`config.mk`:
```
export PLATFORM = sky130hd
export DESIGN_NAME = uart_tx_engine_flat
export DESIGN_NICKNAME = d
export VERILOG_FILES = /design/src/rtl/uart_tx_engine_pkg.sv /design/src/rtl/uart_tx_engine_if.sv /design/src/rtl/uart_tx_engine_baud_counter.sv /design/src/rtl/uart_tx_engine.sv /design/src/flat_wrapper.sv
export SDC_FILE = /design/constraint.sdc
export NUM_CORES = 1
export LEC_CHECK = 0
export CAP_MARGIN = 40
export CORE_UTILIZATION = 30
export CTS_BUF_LIST = sky130_fd_sc_hd__clkbuf_2
export DETAILED_ROUTE_END_ITERATION = 12
export PLACE_DENSITY = 0.59
export SLEW_MARGIN = 20
export SYNTH_ARGS = -nofsm -noshare
export SYNTH_HDL_FRONTEND = slang
export SYNTH_SLANG_ARGS = --single-unit
```
`constraint.sdc`:
```
create_clock -name clk -period 4.02 [get_ports clk]
set_input_delay 1.005 -clock clk [delete_from_list [all_inputs] [get_ports clk]]
set_output_delay 1.005 -clock clk [all_outputs]
set_load 0.01 [all_outputs]
```
`src/rtl/uart_tx_engine_pkg.sv`:
```
// uart_tx_engine_pkg
//   Shared definitions for the UART transmit engine: default timing and burst
//   parameters, the FSM state encoding, and a counter-width helper.
package uart_tx_engine_pkg;

    localparam int DEF_CLKS_PER_BIT = 868;  // 100 MHz / 115200
    localparam int DEF_DBIT         = 8;
    localparam int DEF_BURST_LEN    = 4;

    // state      | meaning
    // ST_IDLE    | line idle, waiting for the upstream buffer to fill
    // ST_LOAD    | one-cycle read strobe, byte captured on exit
    // ST_START   | start bit (tx=0) for one bit period
    // ST_DATA    | DBIT data bits, LSB first
    // ST_STOP    | stop bit (tx=1) for one bit period
    // ST_RELEASE | one extra read strobe that empties the upstream buffer
    // ST_WAIT_CLR| hold until full drops, then pulse done
    typedef enum logic [2:0] {
        ST_IDLE     = 3'd0,
        ST_LOAD     = 3'd1,
        ST_START    = 3'd2,
        ST_DATA     = 3'd3,
        ST_STOP     = 3'd4,
        ST_RELEASE  = 3'd5,
        ST_WAIT_CLR = 3'd6
    } tx_state_e;

    // Counter width for a range of n values; never returns 0 so a degenerate
    // parameter (e.g. a single-byte burst) still yields a legal vector.
    function automatic int cnt_width(input int n);
        return (n > 1) ? $clog2(n) : 1;
    endfunction

endpackage

```
`src/rtl/uart_tx_engine_if.sv`:
```
// uart_tx_engine_if
//   Read port between the upstream transmit buffer and the transmit engine.
//   full   : buffer holds a complete burst
//   r_data : byte at the buffer read pointer (combinational from the buffer)
//   rd     : one-cycle read strobe that advances the buffer read pointer
//   master = buffer side, slave = engine side.
interface uart_tx_engine_if #(
    parameter int DBIT = 8
);
    logic            full;
    logic [DBIT-1:0] r_data;
    logic            rd;

    modport master (output full, output r_data, input rd);
    modport slave  (input full, input r_data, output rd);
endinterface

```
`src/rtl/uart_tx_engine_baud_counter.sv`:
```
// baud_counter
//   Bit-period timer. Counts 0..CLKS_PER_BIT-1 while en is high and flags
//   tick on the cycle the count wraps. Held at zero by reset or en=0, so each
//   enable window starts on a fresh bit boundary.
//   clk   : system clock
//   reset : synchronous active-high reset
//   en    : count enable
//   tick  : high during the last cycle of each bit period
module baud_counter
    import uart_tx_engine_pkg::*;
#(
    parameter int CLKS_PER_BIT = DEF_CLKS_PER_BIT
) (
    input  logic clk,
    input  logic reset,
    input  logic en,
    output logic tick
);

    localparam int             W    = cnt_width(CLKS_PER_BIT);
    localparam logic [W-1:0]   LAST = W'(CLKS_PER_BIT - 1);

    logic [W-1:0] baud_cnt;

    always_ff @(posedge clk) begin
        if (reset || !en) begin
            baud_cnt <= '0;
        end else if (baud_cnt == LAST) begin
            baud_cnt <= '0;
        end else begin
            baud_cnt <= baud_cnt + 1'b1;
        end
    end

    assign tick = en && (baud_cnt == LAST);

endmodule

```
`src/rtl/uart_tx_engine.sv`:
```
// uart_tx_engine
//   Drains a full upstream buffer one byte at a time and sends each byte as an
//   8N1 frame, LSB first. After the last byte one extra read strobe returns the
//   buffer to empty; done pulses once the buffer reports not-full.
//   clk    : system clock
//   reset  : synchronous active-high reset
//   buf_if : buffer read port (full, r_data in; rd out)
//   tx     : serial line, idle high, registered
//   busy   : high from burst start until return to idle
//   done   : one-cycle pulse when the burst is fully released
module uart_tx_engine
    import uart_tx_engine_pkg::*;
#(
    parameter int CLKS_PER_BIT = DEF_CLKS_PER_BIT,
    parameter int DBIT         = DEF_DBIT,
    parameter int BURST_LEN    = DEF_BURST_LEN
) (
    input  logic              clk,
    input  logic              reset,
    uart_tx_engine_if.slave   buf_if,
    output logic              tx,
    output logic              busy,
    output logic              done
);

    localparam int                BIT_W     = cnt_width(DBIT);
    localparam int                BYTE_W    = cnt_width(BURST_LEN);
    localparam logic [BIT_W-1:0]  LAST_BIT  = BIT_W'(DBIT - 1);
    localparam logic [BYTE_W-1:0] LAST_BYTE = BYTE_W'(BURST_LEN - 1);

    tx_state_e         state;
    logic [DBIT-1:0]   shreg;
    logic [BIT_W-1:0]  bit_cnt;
    logic [BYTE_W-1:0] byte_cnt;
    logic              rd_q;
    logic              baud_en;
    logic              tick;

    assign baud_en   = (state == ST_START) || (state == ST_DATA) || (state == ST_STOP);
    assign buf_if.rd = rd_q;

    baud_counter #(
        .CLKS_PER_BIT (CLKS_PER_BIT)
    ) u_baud (
        .clk   (clk),
        .reset (reset),
        .en    (baud_en),
        .tick  (tick)
    );

    always_ff @(posedge clk) begin
        if (reset) begin
            state    <= ST_IDLE;
            tx       <= 1'b1;
            rd_q     <= 1'b0;
            busy     <= 1'b0;
            done     <= 1'b0;
            shreg    <= '0;
            bit_cnt  <= '0;
            byte_cnt <= '0;
        end else begin
            rd_q <= 1'b0;
            done <= 1'b0;
            unique case (state)
                ST_IDLE: begin
                    tx <= 1'b1;
                    if (buf_if.full) begin
                        busy  <= 1'b1;
                        rd_q  <= 1'b1;
                        state <= ST_LOAD;
                    end
                end
                ST_LOAD: begin
                    // r_data is valid while the strobe is high; capture it here only.
                    shreg <= buf_if.r_data;
                    tx    <= 1'b0;
                    state <= ST_START;
                end
                ST_START: begin
                    if (tick) begin
                        tx    <= shreg[0];
                        shreg <= shreg >> 1;
                        state <= ST_DATA;
                    end
                end
                ST_DATA: begin
                    if (tick) begin
                        if (bit_cnt == LAST_BIT) begin
                            bit_cnt <= '0;
                            tx      <= 1'b1;
                            state   <= ST_STOP;
                        end else begin
                            bit_cnt <= bit_cnt + 1'b1;
                            tx      <= shreg[0];
                            shreg   <= shreg >> 1;
                        end
                    end
                end
                ST_STOP: begin
                    if (tick) begin
                        // Next byte and final release both need a strobe.
                        rd_q <= 1'b1;
                        if (byte_cnt != LAST_BYTE) begin
                            byte_cnt <= byte_cnt + 1'b1;
                            state    <= ST_LOAD;
                        end else begin
                            state <= ST_RELEASE;
                        end
                    end
                end
                ST_RELEASE: begin
                    state <= ST_WAIT_CLR;
                end
                ST_WAIT_CLR: begin
                    tx <= 1'b1;
                    if (!buf_if.full) begin
                        done     <= 1'b1;
                        busy     <= 1'b0;
                        byte_cnt <= '0;
                        state    <= ST_IDLE;
                    end
                end
                default: begin
                    state <= ST_IDLE;
                end
            endcase
        end
    end

endmodule
```
`src/flat_wrapper.sv`:
```
// flat-port wrapper written by rule: the top's interface ports become plain ports
module uart_tx_engine_flat import uart_tx_engine_pkg::*;
#(
    parameter int CLKS_PER_BIT = DEF_CLKS_PER_BIT,
    parameter int DBIT         = DEF_DBIT,
    parameter int BURST_LEN    = DEF_BURST_LEN
)
  (clk, reset, tx, busy, done, buf_if_full, buf_if_r_data, buf_if_rd);
  uart_tx_engine_if #(.DBIT(DBIT)) buf_if_i ();
  input  logic clk;
  input  logic reset;
  output logic tx;
  output logic busy;
  output logic done;
  input wire logic [$bits(buf_if_i.full)-1:0] buf_if_full;
  input wire logic [$bits(buf_if_i.r_data)-1:0] buf_if_r_data;
  output wire logic [$bits(buf_if_i.rd)-1:0] buf_if_rd;
  assign buf_if_i.full = buf_if_full;
  assign buf_if_i.r_data = buf_if_r_data;
  assign buf_if_rd = buf_if_i.rd;
  uart_tx_engine #(.CLKS_PER_BIT(CLKS_PER_BIT), .DBIT(DBIT), .BURST_LEN(BURST_LEN)) u_core (.clk(clk), .reset(reset), .buf_if(buf_if_i), .tx(tx), .busy(busy), .done(done));
endmodule
```
==> key figures, run 1 <==
Power and ir drop
  • Power density cells: 294.9 nW/um^2
  • Leak: 0.6487 nW
  • Peak supply drop: 0.09148 mV

Finish
  • Fillcell total: 537
  • Highest-count cells in the layout ignoring fill and taps: 30 x dfxtp_1, 27 x nand2_1, 18 x nor2_1
  • Diodes inserted: 0
  • Area grow syn2layout: 14.70%
  • Final nets: 208
  • Fraction of layout cells with a size suffix above 1: 0.1134
  • Design Area, Final: 1797 um^2
  • Commonest non-fill, non-tap cell in the layout: dfxtp_1

Timing
  • RSZ-0062 raised after global routing: false
  • Final Hold Fails: 0
  • Setup tns final: 0 ns
  • Slew Limit Headroom: 0.5592
  • Min cycle time layout: 2.294 ns
  • Worst-Margin Slew: 0.6591 ns
  • Period utilization: 0.5708
  • Maximum clock frequency: 435.8 MHz
  • Max Transition Viols Final: 0
  • # setup viols final: 0
  • Clock skew: 0.01652 ns

Clocking
  • CTS tree: yes
  • TritonCTS sink count: 30
  • Clock-pin slew on the worst setup and hold paths: 0.16 ns
  • CTS resizes: 0
  • CTS Buf Count: 5
  • Worst skew pair latency: 0.36 ns
  • Root buffer cell: clkbuf_2
  • Hold_buf cts: 0
  • Clock Tree Buf Depth: 2
  • CTS H-tree lvls: 2
  • Setup repair bufs after CTS: 0

Floorplanning
  • Die boundary height: 74.26 um
  • Core ar.: 4880 um^2
  • Initial Util: 0.3210
  • Row cnt: 25
  • Die Wd: 74.26 um
  • Die area: 5515 um^2
  • I/O pin count: 15

Synthesis
  • Cell area after synthesis: 1567 um^2
  • Largest cells by area after synthesis: dfxtp_1 38%, nand2_1 6.5%, mux2_2 5.0%
  • EDFF count, synth: 0
  • Mapped Avg Cell Area: 8.703 um^2
  • Yosys reg bits: 30
  • Syn_nets: 195
  • Register area share after synthesis: 0.3834
  • Dominant synthesized flop cell: dfxtp_1
  • FFs w/ async S/R, synth: 0
  • Area fraction of the dominant cell type after synthesis: 0.3834
  • Syn. warnings: 0
  • Netlist cell types: 48
  • Largest area contributor in the netlist: dfxtp_1
  • Post-Syn Instances: 180

GRT
  • First-pass GRT wire length: 5.299 mm
  • Antenna violations before repair: 0
  • Vias in the first global route: 1207
  • Overflow after GRT: 0
  • Global Route Usage Sum: 0.1263
  • Largest net degree at the start of global routing: 19

Worst setup path
  • Critical path endpoint category: primary output
  • Worst Path Required: 3.01 ns
  • Worst path max stage delay: 0.54 ns
  • CP top delay family: buffers and inverters
  • Bufs and invs on worst path: 1
  • Nature of the critical path startpoint: flip-flop
  • Crit path launch: u_core.tx$_SDFFE_PP1P_
  • CP Depth: 1
  • Reg2reg path depth: 5
  • Crit path to: tx
  • Reg2Reg Launch Point: u_core.u_baud.baud_cnt[0]$_SDFF_PP0_
  • Slowest CP cell: clkdlybuf4s50_1
  • CP max FO: 3
  • Flop2flop setup slack: 2.08 ns
  • Crit-path cells: clkdlybuf4s50_1
  • CP Class: reg -> out
  • Worst r2r dst: u_core.shreg[3]$_SDFFE_PP0P_
  • Data arrival time of the worst path: 1.29 ns

Detailed routing
  • Wirelength, routed: 3.071 mm
  • DRC: 0
  • Vias: 1270
  • Vias/cell: 4.866
  • Number of iterations in the first detailed-routing pass: 4
  • WL/cell: 11.77 um
  • Final antenna-violating net count: 0
  • DR iter-0 viols: 71

Run
  • Total of max-cap violations: 0

Placed design
  • Post-DP Area: 1758 um^2
  • DP Wirelength: 2.139 mm
  • Input/output buffers: 14
  • Final Wtd Congestion: 0.7123

Hold path
  • HP Class: reg -> reg

Run status
  • Status: complete, no violations
[report_power, final]
group | internal, mW | switching (mW)
clock network | 0.0427 | 0.105
registers | 0.307 | 0.00946
logic | 0.0352 | 0.0311
[worst min-delay path by stage]
| stage | from | endpoint | slack, ns | cells after the start |
|---|---|---|---|---|
| after global placement | u_core.bit_cnt[1]$_SDFFE_PP0P_ | u_core.bit_cnt[1]$_SDFFE_PP0P_ | 0.46 | 2 |
| final | u_core.bit_cnt[1]$_SDFFE_PP0P_ | u_core.bit_cnt[1]$_SDFFE_PP0P_ | 0.47 | 2 |
| after CTS | u_core.bit_cnt[1]$_SDFFE_PP0P_ | u_core.bit_cnt[1]$_SDFFE_PP0P_ | 0.48 | 2 |
| after global routing | u_core.bit_cnt[1]$_SDFFE_PP0P_ | u_core.bit_cnt[1]$_SDFFE_PP0P_ | 0.51 | 2 |
| after detailed placement | u_core.bit_cnt[1]$_SDFFE_PP0P_ | u_core.bit_cnt[1]$_SDFFE_PP0P_ | 0.46 | 2 |
| after floorplan | u_core.bit_cnt[1]$_SDFFE_PP0P_ | u_core.bit_cnt[1]$_SDFFE_PP0P_ | 0.44 | 2 |
[per-stage QoR]
stage | instances | total power [mW] | hold WS (ns) | util | worst slack (ns)
floorplan | 180 | 0.3636 | 0.4356 | - | 2.090
global placement | 253 | 0.3886 | 0.4594 | 0.3603 | 1.374
detailed placement | 253 | 0.3890 | 0.4610 | 0.3603 | 1.382
CTS | 261 | 0.5379 | 0.4810 | 0.3682 | 1.694
global route | 261 | 0.5622 | 0.5115 | 0.3682 | 1.644
finish | 261 | 0.5299 | 0.4733 | 0.3682 | 1.726
[cell families after synthesis]
logic type,share of synthesized area
AO/OA/AOI/OAI,0.1606
XOR/XNOR,0.04473
adder cells (fa/ha/maj),0.03195
buffers and inverters,0.03994
flip-flops,0.3834
multiplexers,0.06310
AND/OR/NAND/NOR,0.2764
[worst reg2reg max path, stage by stage (launching register included)]
cell,delay (ns)
dfxtp_1,0.38
ha_1,0.26
and4b_1,0.28
and3_4,0.22
a31oi_4,0.35
mux2_2,0.38
[synthesized netlist by cell type (all sizes together) (2+ instances only)]
cell type and instances:
a21oi 12, a221oi 2, a2bb2oi 2, a31oi 2, and3 2, buf 5
clkbuf 5, dfxtp 30, ha 4, inv 4, mux2 7, mux2i 2
nand2 27, nand2b 3, nand3 5, nand4 2, nand4b 2, nor2 18
nor2b 10, nor3 3, nor4 2, o211ai 3, o21ai 2, o31ai 3
xnor2 6, xor2 2
[layer usage]
| layer | share of wire | routed length, um | GRT usage | vias up |
|---|---|---|---|---|
| met3 | 0.028 | 85 | 0.04472 | 4 |
| met4 | 0.010 | 32 | 0.05660 | 0 |
| li1 | - | - | - | 658 |
| met5 | 0 | 0 | 0 | - |
| met1 | 0.53 | 1613 | 0.1570 | 590 |
| met2 | 0.44 | 1340 | 0.1970 | 18 |
[state kept, by name (all words and copies together), names as in the netlist]
register / flops
u_core.tx: 1
u_core.done: 1
u_core.u_baud.baud_cnt: 10
u_core.buf_if.rd: 1
u_core.busy: 1
u_core.bit_cnt: 3
u_core.byte_cnt: 2
u_core.shreg: 8
u_core.state: 3
[final cells by class]
cell class | instances | area (um^2) | share of cell area
flip-flops and latches | 30 | 600.6 | 0.3343
inverters | 4 | 15.01 | 0.008357
clock buffers | 6 | 30.03 | 0.01671
multi-input cells | 136 | 903.4 | 0.5028
well taps | 67 | 83.83 | 0.04666
clock inverters | 2 | 8.758 | 0.004875
repair buffers | 16 | 155.1 | 0.08635
No activity file was read; power rests on OpenSTA's default activity.
==> run 2: changes to the inputs <==
--- a/config.mk
+++ b/config.mk
@@ -9,7 +9,7 @@
 export CORE_UTILIZATION = 30
 export CTS_BUF_LIST = sky130_fd_sc_hd__clkbuf_2
 export DETAILED_ROUTE_END_ITERATION = 12
-export PLACE_DENSITY = 0.59
+export PLACE_DENSITY = 0.61
 export SLEW_MARGIN = 20
 export SYNTH_ARGS = -nofsm -noshare
 export SYNTH_HDL_FRONTEND = slang
==> constraint.sdc (replaced) <==
create_clock -name clk -period 2.05 [get_ports clk]
set_input_delay 0.5125 -clock clk [delete_from_list [all_inputs] [get_ports clk]]
set_output_delay 0.5125 -clock clk [all_outputs]
set_load 0.01 [all_outputs]
==> key figures, run 2 (synthesized netlist as in run 1, its figures left out) <==
GRT
  • Antenna violations before repair: 0 (unchanged)
  • First-pass GRT wire length: 5.326 mm (was 5.299 mm)
  • Largest net degree at the start of global routing: 30 (was 19)
  • Vias in the first global route: 1140 (was 1207)
  • Global Route Usage Sum: 0.1308 (was 0.1263)
  • Overflow after GRT: 0 (unchanged)

Worst setup path
  • Reg2Reg Launch Point: u_core.u_baud.baud_cnt[0]$_SDFF_PP0_ (unchanged)
  • Worst path max stage delay: 0.37 ns (was 0.54 ns)
  • CP max FO: 8 (was 3)
  • Worst Path Required: 2.31 ns (was 3.01 ns)
  • Critical path endpoint category: flip-flop (was primary output)
  • Crit-path cells: ha_1, and4b_1, and3_4, a31oi_4, mux2_2 (was clkdlybuf4s50_1)
  • Worst r2r dst: u_core.shreg[1]$_SDFFE_PP0P_ (was u_core.shreg[3]$_SDFFE_PP0P_)
  • CP Class: reg -> reg (was reg -> out)
  • Nature of the critical path startpoint: flip-flop (unchanged)
  • Reg2reg path depth: 5 (unchanged)
  • Crit path launch: u_core.u_baud.baud_cnt[0]$_SDFF_PP0_ (was u_core.tx$_SDFFE_PP1P_)
  • Slowest CP cell: dfxtp_1 (was clkdlybuf4s50_1)
  • Data arrival time of the worst path: 2.15 ns (was 1.29 ns)
  • Flop2flop setup slack: 0.16 ns (was 2.08 ns)
  • Crit path to: u_core.shreg[1]$_SDFFE_PP0P_ (was tx)

Run
  • Total of max-cap violations: 0 (unchanged)

Power and ir drop
  • Peak supply drop: 0.1396 mV (was 0.09148 mV)
  • Switching power: 0.2775 mW (was 0.1453 mW)
  • Sequential share of power: 0.595 (was 0.597)
  • Clock power frac: 0.275 (was 0.278)
  • Internal power: 0.7630 mW (was 0.3846 mW)
  • Comb pwr share: 0.130 (was 0.125)
  • Power density cells: 569.2 nW/um^2 (was 294.9 nW/um^2)
  • Sw frac: 0.2667 (was 0.2743)
  • Leak: 0.6664 nW (was 0.6487 nW)

Clocking
  • Worst skew pair latency: 0.36 ns (about the same)
  • CTS resizes: 0 (unchanged)
  • CTS Buf Count: 5 (unchanged)
  • CTS H-tree lvls: 2 (unchanged)
  • TritonCTS sink count: 30 (unchanged)
  • Hold_buf cts: 0 (unchanged)
  • CTS tree: yes (unchanged)
  • Clock-pin slew on the worst setup and hold paths: 0.15 ns (was 0.16 ns)
  • Clock Tree Buf Depth: 2 (unchanged)
  • Setup repair bufs after CTS: 0 (unchanged)
  • Root buffer cell: clkbuf_2 (unchanged)

Timing
  • RSZ-0062 raised after global routing: false (unchanged)
  • Slew Limit Headroom: 0.6568 (was 0.5592)
  • Min cycle time layout: 1.893 ns
  • Worst-Margin Slew: 0.5141 ns (was 0.6591 ns)
  • Final Hold Fails: 0 (unchanged)
  • Clock skew: 0.008646 ns (was 0.01652 ns)
  • Setup tns final: 0 ns (unchanged)
  • # setup viols final: 0 (unchanged)
  • Maximum clock frequency: 528.3 MHz
  • Period utilization: 0.9234
  • Max Transition Viols Final: 0 (unchanged)
  • Fin worst setup slack: 0.1570 ns (was 1.726 ns)

Detailed routing
  • Vias: 1266 (was 1270)
  • Final antenna-violating net count: 0 (unchanged)
  • Wirelength, routed: 3.053 mm (was 3.071 mm)
  • Vias/cell: 4.814 (was 4.866)
  • DR iter-0 viols: 142 (was 71)
  • DRC: 0 (unchanged)
  • WL/cell: 11.61 um (was 11.77 um)
  • Number of iterations in the first detailed-routing pass: 4 (unchanged)

Floorplanning
  • Row cnt: 25 (unchanged)
  • Die boundary height: 74.26 um (unchanged)
  • Initial Util: 0.3210 (unchanged)
  • I/O pin count: 15 (unchanged)
  • Die area: 5515 um^2 (unchanged)
  • Die Wd: 74.26 um (unchanged)
  • Core ar.: 4880 um^2 (unchanged)

Finish
  • Diodes inserted: 0 (unchanged)
  • Largest Register: u_core.u_baud.baud_cnt (unchanged)
  • Max reg flops: 10 (unchanged)
  • Fraction of layout cells with a size suffix above 1: 0.1276 (was 0.1134)
  • Area grow syn2layout: 16.69% (was 14.70%)
  • Commonest non-fill, non-tap cell in the layout: dfxtp_1 (unchanged)
  • Highest-count cells in the layout ignoring fill and taps: 30 x dfxtp_1, 27 x nand2_1, 18 x nor2_1 (unchanged)
  • Largest registers: u_core.u_baud.baud_cnt (10), u_core.shreg (8) (unchanged)
  • Final nets: 211 (was 208)

Placed design
  • DP Wirelength: 2.109 mm (was 2.139 mm)
  • Place WS: 0.1843 ns (was 1.382 ns)
  • Final Wtd Congestion: 0.7798 (was 0.7123)
  • Input/output buffers: 14 (unchanged)

Run status
  • Status: complete, no violations (unchanged)

Hold path
  • HP Class: reg -> reg (unchanged)
## run 2: changes by cell type in the layout (fill, tap and decap cells not counted), sizes merged
cell	delta
clkinv	-2
clkbuf	+1
buf	+3
## run 2: worst max-delay path: cells and delay by family (launching register included)
family	cells	cell delay, ns
AND/OR/NAND/NOR	2	0.47
flip-flops	1	0.37
AO/OA/AOI/OAI	1	0.33
multiplexers	1	0.37
adder cells (fa/ha/maj)	1	0.25
## run 2: stage by stage
| step | utilization | power (mW) | hold slack [ns] | cells | area, um^2 |
|---|---|---|---|---|---|
| 6_report | 0.3746 | 1.040 | 0.4713 | 263 | 1828 |
| 5_1_grt | 0.3746 | 1.107 | 0.4889 | 263 | 1828 |
| 4_1_cts | 0.3746 | 1.055 | 0.4722 | 263 | 1828 |
| 3_5_place_dp | 0.3674 | 0.7665 | 0.4531 | 256 | 1793 |
| 3_3_place_gp | 0.3674 | 0.7663 | 0.4503 | 256 | 1793 |
| 2_1_floorplan | - | 0.7131 | 0.4356 | 180 | 1567 |
## run 2: cell type report
cell class | instances | area (um^2)
clock buffers | 7 | 35.03
well taps | 67 | 83.83
multi-input cells | 136 | 903.4
flip-flops and latches | 30 | 600.6
inverters | 4 | 15.01
repair buffers | 19 | 190.2
fillers | 503 | 3052
## run 2: worst min path at each step
stage / from / to / slack [ns] / cells after the start
4_1_cts: u_core.bit_cnt[1]$_SDFFE_PP0P_ / u_core.bit_cnt[1]$_SDFFE_PP0P_ / 0.47 / 2
2_1_floorplan: u_core.bit_cnt[1]$_SDFFE_PP0P_ / u_core.bit_cnt[1]$_SDFFE_PP0P_ / 0.44 / 2
6_report: u_core.bit_cnt[1]$_SDFFE_PP0P_ / u_core.bit_cnt[1]$_SDFFE_PP0P_ / 0.47 / 2
3_3_place_gp: u_core.bit_cnt[1]$_SDFFE_PP0P_ / u_core.bit_cnt[1]$_SDFFE_PP0P_ / 0.45 / 2
5_1_grt: u_core.bit_cnt[1]$_SDFFE_PP0P_ / u_core.bit_cnt[1]$_SDFFE_PP0P_ / 0.49 / 2
3_5_place_dp: u_core.bit_cnt[1]$_SDFFE_PP0P_ / u_core.bit_cnt[1]$_SDFFE_PP0P_ / 0.45 / 2
## run 2: power groups by stage
stage / Sequential (mW) / Combinational, mW / Clock (mW)
after detailed placement: 0.632 / 0.135 / 0
after global placement: 0.632 / 0.135 / 0
after floorplan: 0.626 / 0.0866 / 0
after global routing: 0.623 / 0.150 / 0.334
final: 0.619 / 0.135 / 0.286
after CTS: 0.619 / 0.136 / 0.300
## run 2: layer usage
| layer | wire length (um) | up-vias | global-route usage |
|---|---|---|---|
| met3 | 116 | 4 | 0.04878 |
| met4 | 50 | 0 | 0.07547 |
| met5 | 0 | - | 0 |
| li1 | - | 667 | - |
| met2 | 1355 | 22 | 0.1818 |
| met1 | 1530 | 573 | 0.1724 |
